[config.mk]
export PLATFORM = sky130hd
export DESIGN_NAME = spi_req_arbiter
export DESIGN_NICKNAME = d
export VERILOG_FILES = /design/src/rtl/spi_req_arbiter.sv
export SDC_FILE = /design/constraint.sdc
export NUM_CORES = 1
export LEC_CHECK = 0
export CORE_MARGIN = 2
export CORE_UTILIZATION = 41
export DETAILED_ROUTE_END_ITERATION = 6
export GPL_TIMING_DRIVEN = 0
export MAX_ROUTING_LAYER = met4
export PLACE_DENSITY = 0.84
export SYNTH_ARGS = -nofsm -noshare
export SYNTH_HDL_FRONTEND = slang
export SYNTH_SLANG_ARGS = --single-unit
[constraint.sdc]
create_clock -name clk -period 4.85 [get_ports clk]
set_input_delay 0.97 -clock clk [delete_from_list [all_inputs] [get_ports clk]]
set_output_delay 0.97 -clock clk [all_outputs]
set_load 0.01 [all_outputs]
[src/rtl/spi_req_arbiter.sv]
// spi_req_arbiter: shares one SPI master between NUM_REQ requesters with
// round-robin arbitration, and sequences each granted transaction.
//
// Optional feature macro: SPI_ARB_TIMEOUT_EN
//   Defined: an XFER that sees no m_done for TIMEOUT_CYCLES cycles is aborted
//   with err pulsed alongside ack and rdata forced to 0.
//   Undefined: XFER waits for m_done indefinitely and err is tied low.
//
// Ports:
//   clk, rst_n  - clock (rising edge), asynchronous active-low reset
//   req         - per-requester request level, held until its ack
//   req_mode    - per-requester mode (1 = READ, 0 = WRITE)
//   req_wdata   - per-requester write byte, requester i at [i*DATA_W +: DATA_W]
//   ack         - one-cycle completion pulse to the granted requester
//   rdata       - read byte of the last completed transaction
//   err         - high with ack when the transaction timed out
//   busy        - high while a transaction is in flight
//   grant_id    - current or last granted requester
//   m_start     - start level to the SPI master
//   m_mode      - mode to the SPI master
//   m_wdata     - write byte to the SPI master
//   m_done      - completion pulse from the SPI master
//   m_rdata     - read byte from the SPI master, valid with m_done
module spi_req_arbiter #(
  parameter int unsigned NUM_REQ        = 4,
  parameter int unsigned DATA_W         = 8,
  parameter int unsigned TIMEOUT_CYCLES = 64
) (
  input  logic                           clk,
  input  logic                           rst_n,
  input  logic [NUM_REQ-1:0]             req,
  input  logic [NUM_REQ-1:0]             req_mode,
  input  logic [NUM_REQ*DATA_W-1:0]      req_wdata,
  output logic [NUM_REQ-1:0]             ack,
  output logic [DATA_W-1:0]              rdata,
  output logic                           err,
  output logic                           busy,
  output logic [$clog2(NUM_REQ)-1:0]     grant_id,
  output logic                           m_start,
  output logic                           m_mode,
  output logic [DATA_W-1:0]              m_wdata,
  input  logic                           m_done,
  input  logic [DATA_W-1:0]              m_rdata
);

  localparam int unsigned IdW = $clog2(NUM_REQ);

  typedef enum logic [1:0] {StIdle, StXfer, StResp} state_e;

  state_e         state;
  logic [IdW-1:0] last;

  // Round-robin pick: first set req bit searching upward from last+1.
  logic              any_req;
  logic [IdW-1:0]    pick;
  logic              pick_mode;
  logic [DATA_W-1:0] pick_wdata;
  logic [IdW:0]      cand_sum;
  logic [IdW-1:0]    cand;

  always_comb begin
    any_req    = 1'b0;
    pick       = last;
    pick_mode  = 1'b0;
    pick_wdata = '0;
    cand_sum   = '0;
    cand       = '0;
    for (int i = 1; i <= int'(NUM_REQ); i++) begin
      cand_sum = {1'b0, last} + (IdW+1)'(i);
      if (cand_sum >= (IdW+1)'(NUM_REQ)) begin
        cand_sum = cand_sum - (IdW+1)'(NUM_REQ);
      end
      cand = cand_sum[IdW-1:0];
      if (!any_req && req[cand]) begin
        any_req = 1'b1;
        pick    = cand;
      end
    end
    for (int i = 0; i < int'(NUM_REQ); i++) begin
      if (pick == IdW'(i)) begin
        pick_mode  = req_mode[i];
        pick_wdata = req_wdata[i*DATA_W +: DATA_W];
      end
    end
  end

`ifdef SPI_ARB_TIMEOUT_EN
  localparam int unsigned CntW = $clog2(TIMEOUT_CYCLES + 1);
  logic [CntW-1:0] cnt;
`else
  assign err = 1'b0;
`endif

  always_ff @(posedge clk or negedge rst_n) begin
    if (!rst_n) begin
      state    <= StIdle;
      last     <= IdW'(NUM_REQ - 1);
      ack      <= '0;
      rdata    <= '0;
      busy     <= 1'b0;
      grant_id <= '0;
      m_start  <= 1'b0;
      m_mode   <= 1'b0;
      m_wdata  <= '0;
`ifdef SPI_ARB_TIMEOUT_EN
      err      <= 1'b0;
      cnt      <= '0;
`endif
    end else begin
      // ack and err are single-cycle pulses.
      ack <= '0;
`ifdef SPI_ARB_TIMEOUT_EN
      err <= 1'b0;
`endif
      unique case (state)
        StIdle: begin
          if (any_req) begin
            grant_id <= pick;
            m_mode   <= pick_mode;
            m_wdata  <= pick_wdata;
            m_start  <= 1'b1;
            last     <= pick;
            busy     <= 1'b1;
            state    <= StXfer;
`ifdef SPI_ARB_TIMEOUT_EN
            cnt      <= '0;
`endif
          end
        end
        StXfer: begin
          // m_done takes priority over a coincident timeout.
          if (m_done) begin
            rdata   <= m_rdata;
            m_start <= 1'b0;
            ack     <= NUM_REQ'(1) << grant_id;
            state   <= StResp;
          end
`ifdef SPI_ARB_TIMEOUT_EN
          else if (cnt == CntW'(TIMEOUT_CYCLES - 1)) begin
            rdata   <= '0;
            err     <= 1'b1;
            m_start <= 1'b0;
            ack     <= NUM_REQ'(1) << grant_id;
            state   <= StResp;
          end else begin
            cnt <= cnt + 1'b1;
          end
`endif
        end
        StResp: begin
          busy  <= 1'b0;
          state <= StIdle;
        end
        default: state <= StIdle;
      endcase
    end
  end

endmodule

Word-level counts from Yosys, hierarchy flattened
Index checks and enable logic that the tools add are counted.
{"block": "word_totals", "ff_bits": 29, "inputBits": 51, "wordCells": 85}
{"block": "classes", "magnitude_cmp": 8, "mux": 37, "eq_ne": 7, "reduce_logical": 15, "shift": 1, "addsub": 8}
{"op": "$mux W8", "count": 4}
{"op": "$mux W2", "count": 10}
{"op": "$mux W1", "count": 14}
{"op": "$ge A3 B3 Y1 const B", "count": 4}
{"op": "$lt A2 B3 Y1 const B", "count": 4}
{"op": "$bmux W1 S2", "count": 4}
{"op": "$mux W4", "count": 2}
{"op": "$reduce_and A2 Y1", "count": 4}
{"op": "$sub A2 B1 Y2 const B", "count": 4}
{"op": "$add A2 B2 Y3 const B", "count": 2}
{"op": "$eq A2 B2 Y1 const B", "count": 3}
{"op": "$eq A2 B1 Y1 const B", "count": 2}
{"op": "$logic_not A2 Y1", "count": 2}
{"op": "$ne A2 B2 Y1 const B", "count": 2}
{"op": "$pmux W1 S2", "count": 2}
{"op": "$pmux W2 S2", "count": 1}
{"op": "$reduce_bool A2 Y1", "count": 2}
{"op": "$shl A1 B2 Y4 const A", "count": 1}
{"op": "$add A2 B1 Y3 const B", "count": 1}
{"op": "$add A2 B3 Y3 const B", "count": 1}
{"op": "$logic_and A1 B1 Y1", "count": 3}
{"op": "$logic_not A1 Y1", "count": 3}
{"op": "$reduce_and A3 Y1", "count": 1}

Logic depth before layout (Yosys ltp)
{"block": "logic_depth", "ltp_word": 20, "ltp_mapped": 7, "ltp_nobuf": 5}

Worst setup path before layout
Ideal clock, no wire load.
{"block": "synth_path", "kind": "in2reg", "from": "input port req[1]", "to": "register m_mode", "setup_slack_ns": 2.815, "stages": 6, "setup_time_ns": 0.141, "path_buffers": 2, "arrival_time_ns": 1.894, "cell_sequence": "a21o_1 a31oi_1 buf_6 buf_12 mux2i_1 o221ai_1"}
{"block": "synth_via", "elab_chain_len": 17, "word_cells_on_any_way": 31, "classes_between": "eq/ne: 3; mux: 20; reduce/logical: 8"}
{"item": "start: declaration", "line_no": "31", "source": "input logic [NUM_REQ-1:0] req,"}
{"item": "$bmux W1 S2", "line_no": "74", "source": "if (!any_req && req[cand]) begin"}
{"item": "$mux W1 (not written as such)", "line_no": "74"}
{"item": "$mux W1", "line_no": "74"}
{"item": "$logic_not A1 Y1", "line_no": "74"}
{"item": "$logic_and A1 B1 Y1", "line_no": "74"}
{"item": "$mux W1", "line_no": "74"}
{"item": "$logic_not A1 Y1", "line_no": "74"}
{"item": "$logic_and A1 B1 Y1", "line_no": "74"}
{"item": "$mux W1", "line_no": "74"}
{"item": "$logic_not A1 Y1", "line_no": "74"}
{"item": "$logic_and A1 B1 Y1", "line_no": "74"}
{"item": "$mux W2", "line_no": "74"}
{"item": "$logic_not A2 Y1", "line_no": "80", "source": "if (pick == IdW'(i)) begin"}
{"item": "$mux W1 (4 in series)", "line_no": "80"}
{"item": "end signal: assignment", "line_no": "119", "source": "m_mode <= pick_mode;"}
{"item": "end: declaration", "line_no": "40", "source": "output logic m_mode,"}
Several ways; a longest one is shown, not always the timed one. The select of a mux whose other input is x is not followed.
A chain may end at the register's enable or synchronous reset.

Worst setup path in the final report
{"block": "layout_path", "from": "input port req[1]", "to": "register m_wdata[6]"}
{"block": "layout_via", "elab_chain_len": 17, "word_cells_on_any_way": 31, "classes_between": "eq/ne: 3; mux: 20; reduce/logical: 8"}
{"item": "$bmux W1 S2", "line_no": "74"}
{"item": "$mux W1 (not written as such)", "line_no": "74"}
{"item": "$mux W1", "line_no": "74"}
{"item": "$logic_not A1 Y1", "line_no": "74"}
{"item": "$logic_and A1 B1 Y1", "line_no": "74"}
{"item": "$mux W1", "line_no": "74"}
{"item": "$logic_not A1 Y1", "line_no": "74"}
{"item": "$logic_and A1 B1 Y1", "line_no": "74"}
{"item": "$mux W1", "line_no": "74"}
{"item": "$logic_not A1 Y1", "line_no": "74"}
{"item": "$logic_and A1 B1 Y1", "line_no": "74"}
{"item": "$mux W2", "line_no": "74"}
{"item": "$logic_not A2 Y1", "line_no": "80"}
{"item": "$mux W8 (4 in series)", "line_no": "80"}
{"item": "end signal: assignment", "line_no": "120", "source": "m_wdata <= pick_wdata;"}
{"item": "end: declaration", "line_no": "41", "source": "output logic [DATA_W-1:0] m_wdata,"}
Several ways; a longest one is shown, not always the timed one. The select of a mux whose other input is x is not followed.

==> impl_metrics.yaml <==
run_status:
  status: "finished, final reports clean"
min_path:
  hold_class: "flop to flop"
cells_and_area:
  drive_gt1_share_pct: 9.050
  syn_to_final_growth_pct: 61.77
  final_nets: 271
  antenna_cells: 0
  fillerInstances: 275
  design_area_um2: 2287
  fin_cells: 267
clock_network:
  cts_buffers: 5
  clk_pin_slew_ns: 0.09
  clock_latency_ns: 0.32
  clockBufferDepth: 2
  tritoncts: "done"
  cts_hold_buffers: 0
  h-tree-depth: 2
  cts_setup_buffers: 0
  cts-root-buf: "clkbuf_4"
  post_cts_resized: 0
  clkSinkCount: 29
timing:
  max_freq_ghz: 0.4122
  timing.final.crit_share_pct: 50.02
  period_needed_ns: 2.426
  finalWorstSetupSlack_ns: 2.424
  setup_viol: 0
  slew_headroom_pct: 59.10
  rsz0062_at_grt: "no"
  fin_skew_ns: 0.008857
  hold_violations: 0
  setup_tns_ns: 0
  worst_pin_slew_ns: 0.6135
  drv_slew: 0
detailed_routing:
  drt-wirelength-per-cell_um: 14.20
  dr_total_vias: 1324
  ant_nets: 0
  drtIter0Drc: 65
  drt_pre_antenna_iters: 4
  route.detailed.drc: 0
  vias_per_cell: 4.959
  wl_mm: 3.792
grt:
  grt_pass1_vias: 1385
  antenna_found_initial: 0
  grtUsageTotal_pct: 21.71
  grt-ovfl-total: 0
  grt_max_degree: 30
  grt_pass1_wl_mm: 6.465
synthesis:
  synth.most_common_cell: "nand2_1"
  ys_types: 30
  syn_inst: 138
  synth_nets: 189
  synth_edf_count: 0
  synth_area_leaders: "dfrtp_1 48%, mux2i_1 13%, nand2_1 10%"
  synth_warnings: 0
  ys.flop_type: "dfrtp_1"
  synth_top_area_share_pct: 47.79
  synthTopCellsByCount: "38 x nand2_1, 27 x dfrtp_1, 19 x mux2i_1, 9 x o221ai_1, 6 x nor2_1"
  synthArstFlopShare_pct: 100.0
  synth_top_cell_by_area: "dfrtp_1"
  syn_area_um2: 1414
  ys_seq_elements: 29
  syn_area_per_cell_um2: 10.25
  ys_seq_area_share_pct: 51.50
critical_path:
  endpoint_kind: "flop"
  arrival_ns: 2.65
  crit_buf_inv: 2
  cp.required_ns: 5.08
  worstSetupPathType: "input pin to flop"
  crit_family: "buffers and inverters"
  path_max_fanout: 10
  cp_cell_sequence: "clkdlybuf4s50_1 -> nor2_1 -> a211oi_2 -> nand4_1 -> buf_2 -> o221ai_1"
  crit_path_top_delay_cell: "clkdlybuf4s50_1"
  slowest_delay_ns: 0.54
  critPathLaunchType: "input pin"
pwr:
  power_density_nw_per_um2: 552.4
  power_leakage_nw: 1.040
  total_power_mw: 1.264
  peakVddDrop_mv: 0.2666
place:
  place_ws_ns: 2.101
  place.gp.congestion: 0.7680
  placement.io_buffers: 75
  placed_cells: 259
  dp_hpwl_mm: 3.043
  dpl_cell_area_um2: 2222
die:
  fp-row-count: 21
  ios: 77
  die_x_um: 62.73
  start_util_pct: 42.37
  fp.coreArea_um2: 3337
  design.die.area_um2: 3934
  die_y_um: 62.73
job:
  max-cap-violations: 0
==> area by class of cell <==
cell class                 count  area (um2)  share of cell area [%]
buffer                         9       71.32                   3.118
inverter                       3       11.26                  0.4923
clock buffer                   7       65.06                   2.845
clock inverter                 1       5.005                  0.2188
multi-input combinational     97       603.1                   26.37
tap                           46       57.56                   2.516
timing repair buffer          75       745.7                   32.60
sequential                    29       728.2                   31.84
==> power by group <==
group	internal, mW	switching [mW]
clock network	0.0839	0.0809
registers	0.354	0.0720
logic	0.369	0.304
==> layer usage <==
layer	part of all wire (%)	track usage, %
met1	40	25.12
met2	54	35.62
met3	3.6	6.126
met4	2.3	8.889
met5	0	-
==> layout by cell type (no fill, tap or decap), types with 3 or more instances in the layout <==
cell type        synthesis  layout
a21oi_1                  3       3
buf_2                    2       3
clkbuf_4                 0       5
clkdlybuf4s50_1          0      74
dfrtp_1                 27      27
mux2i_1                 19      19
nand2_1                 38      38
nand2b_1                 3       3
nor2_1                   6       6
o21a_1                   4       4
o221ai_1                 9       9
==> cells by family (layout without fill, tap and decap cells) <==
| family | after synthesis | in the layout | share of synthesized area (%) |
|---|---|---|---|
| mux | 19 | 19 | 13.45 |
| buf+inv | 12 | 95 | 5.841 |
| other cells | 1 | 1 | 0.2652 |
| flops | 29 | 29 | 51.50 |
| compound gates | 22 | 22 | 12.39 |
| simple gates | 55 | 55 | 16.55 |
==> registers in the layout, summed over array words and instances (netlist names) <==
| signal | count |
|---|---|
| rdata | 8 |
| m_wdata | 8 |
| grant_id | 2 |
| m_mode | 1 |
| state | 2 |
| m_start | 1 |
| last | 2 |
| busy | 1 |
| ack | 4 |
==> through the flow <==
step                util [%]  hold slack [ns]
finish                 68.54           0.4852
global route           68.54           0.5169
CTS                    68.69           0.4901
detailed placement     66.59           0.4699
global placement       66.59           0.4609
floorplan                  -           0.4774
==> worst paths after layout <==
check	cells past startpoint	slack (ns)	start	end
max	6	2.42	req[1]	m_wdata[6]$_DFFE_PN0P_
min	2	0.49	rdata[7]$_DFFE_PN0P_	rdata[7]$_DFFE_PN0P_
max reg2reg	7	3.01	last[1]$_DFFE_PN1P_	m_mode$_DFFE_PN0P_
min reg2reg	2	0.49	rdata[7]$_DFFE_PN0P_	rdata[7]$_DFFE_PN0P_
max in group asynchronous	1	3.80	rst_n	rdata[3]$_DFFE_PN0P_
min in group asynchronous	1	0.65	rst_n	m_wdata[7]$_DFFE_PN0P_
==> tightest hold or removal path, cell delays in order (launching register included) <==
cell,delay (ns)
dfrtp_1,0.35
nand2_1,0.05
nand2_1,0.05
No activity file was read; power rests on OpenSTA's default activity.
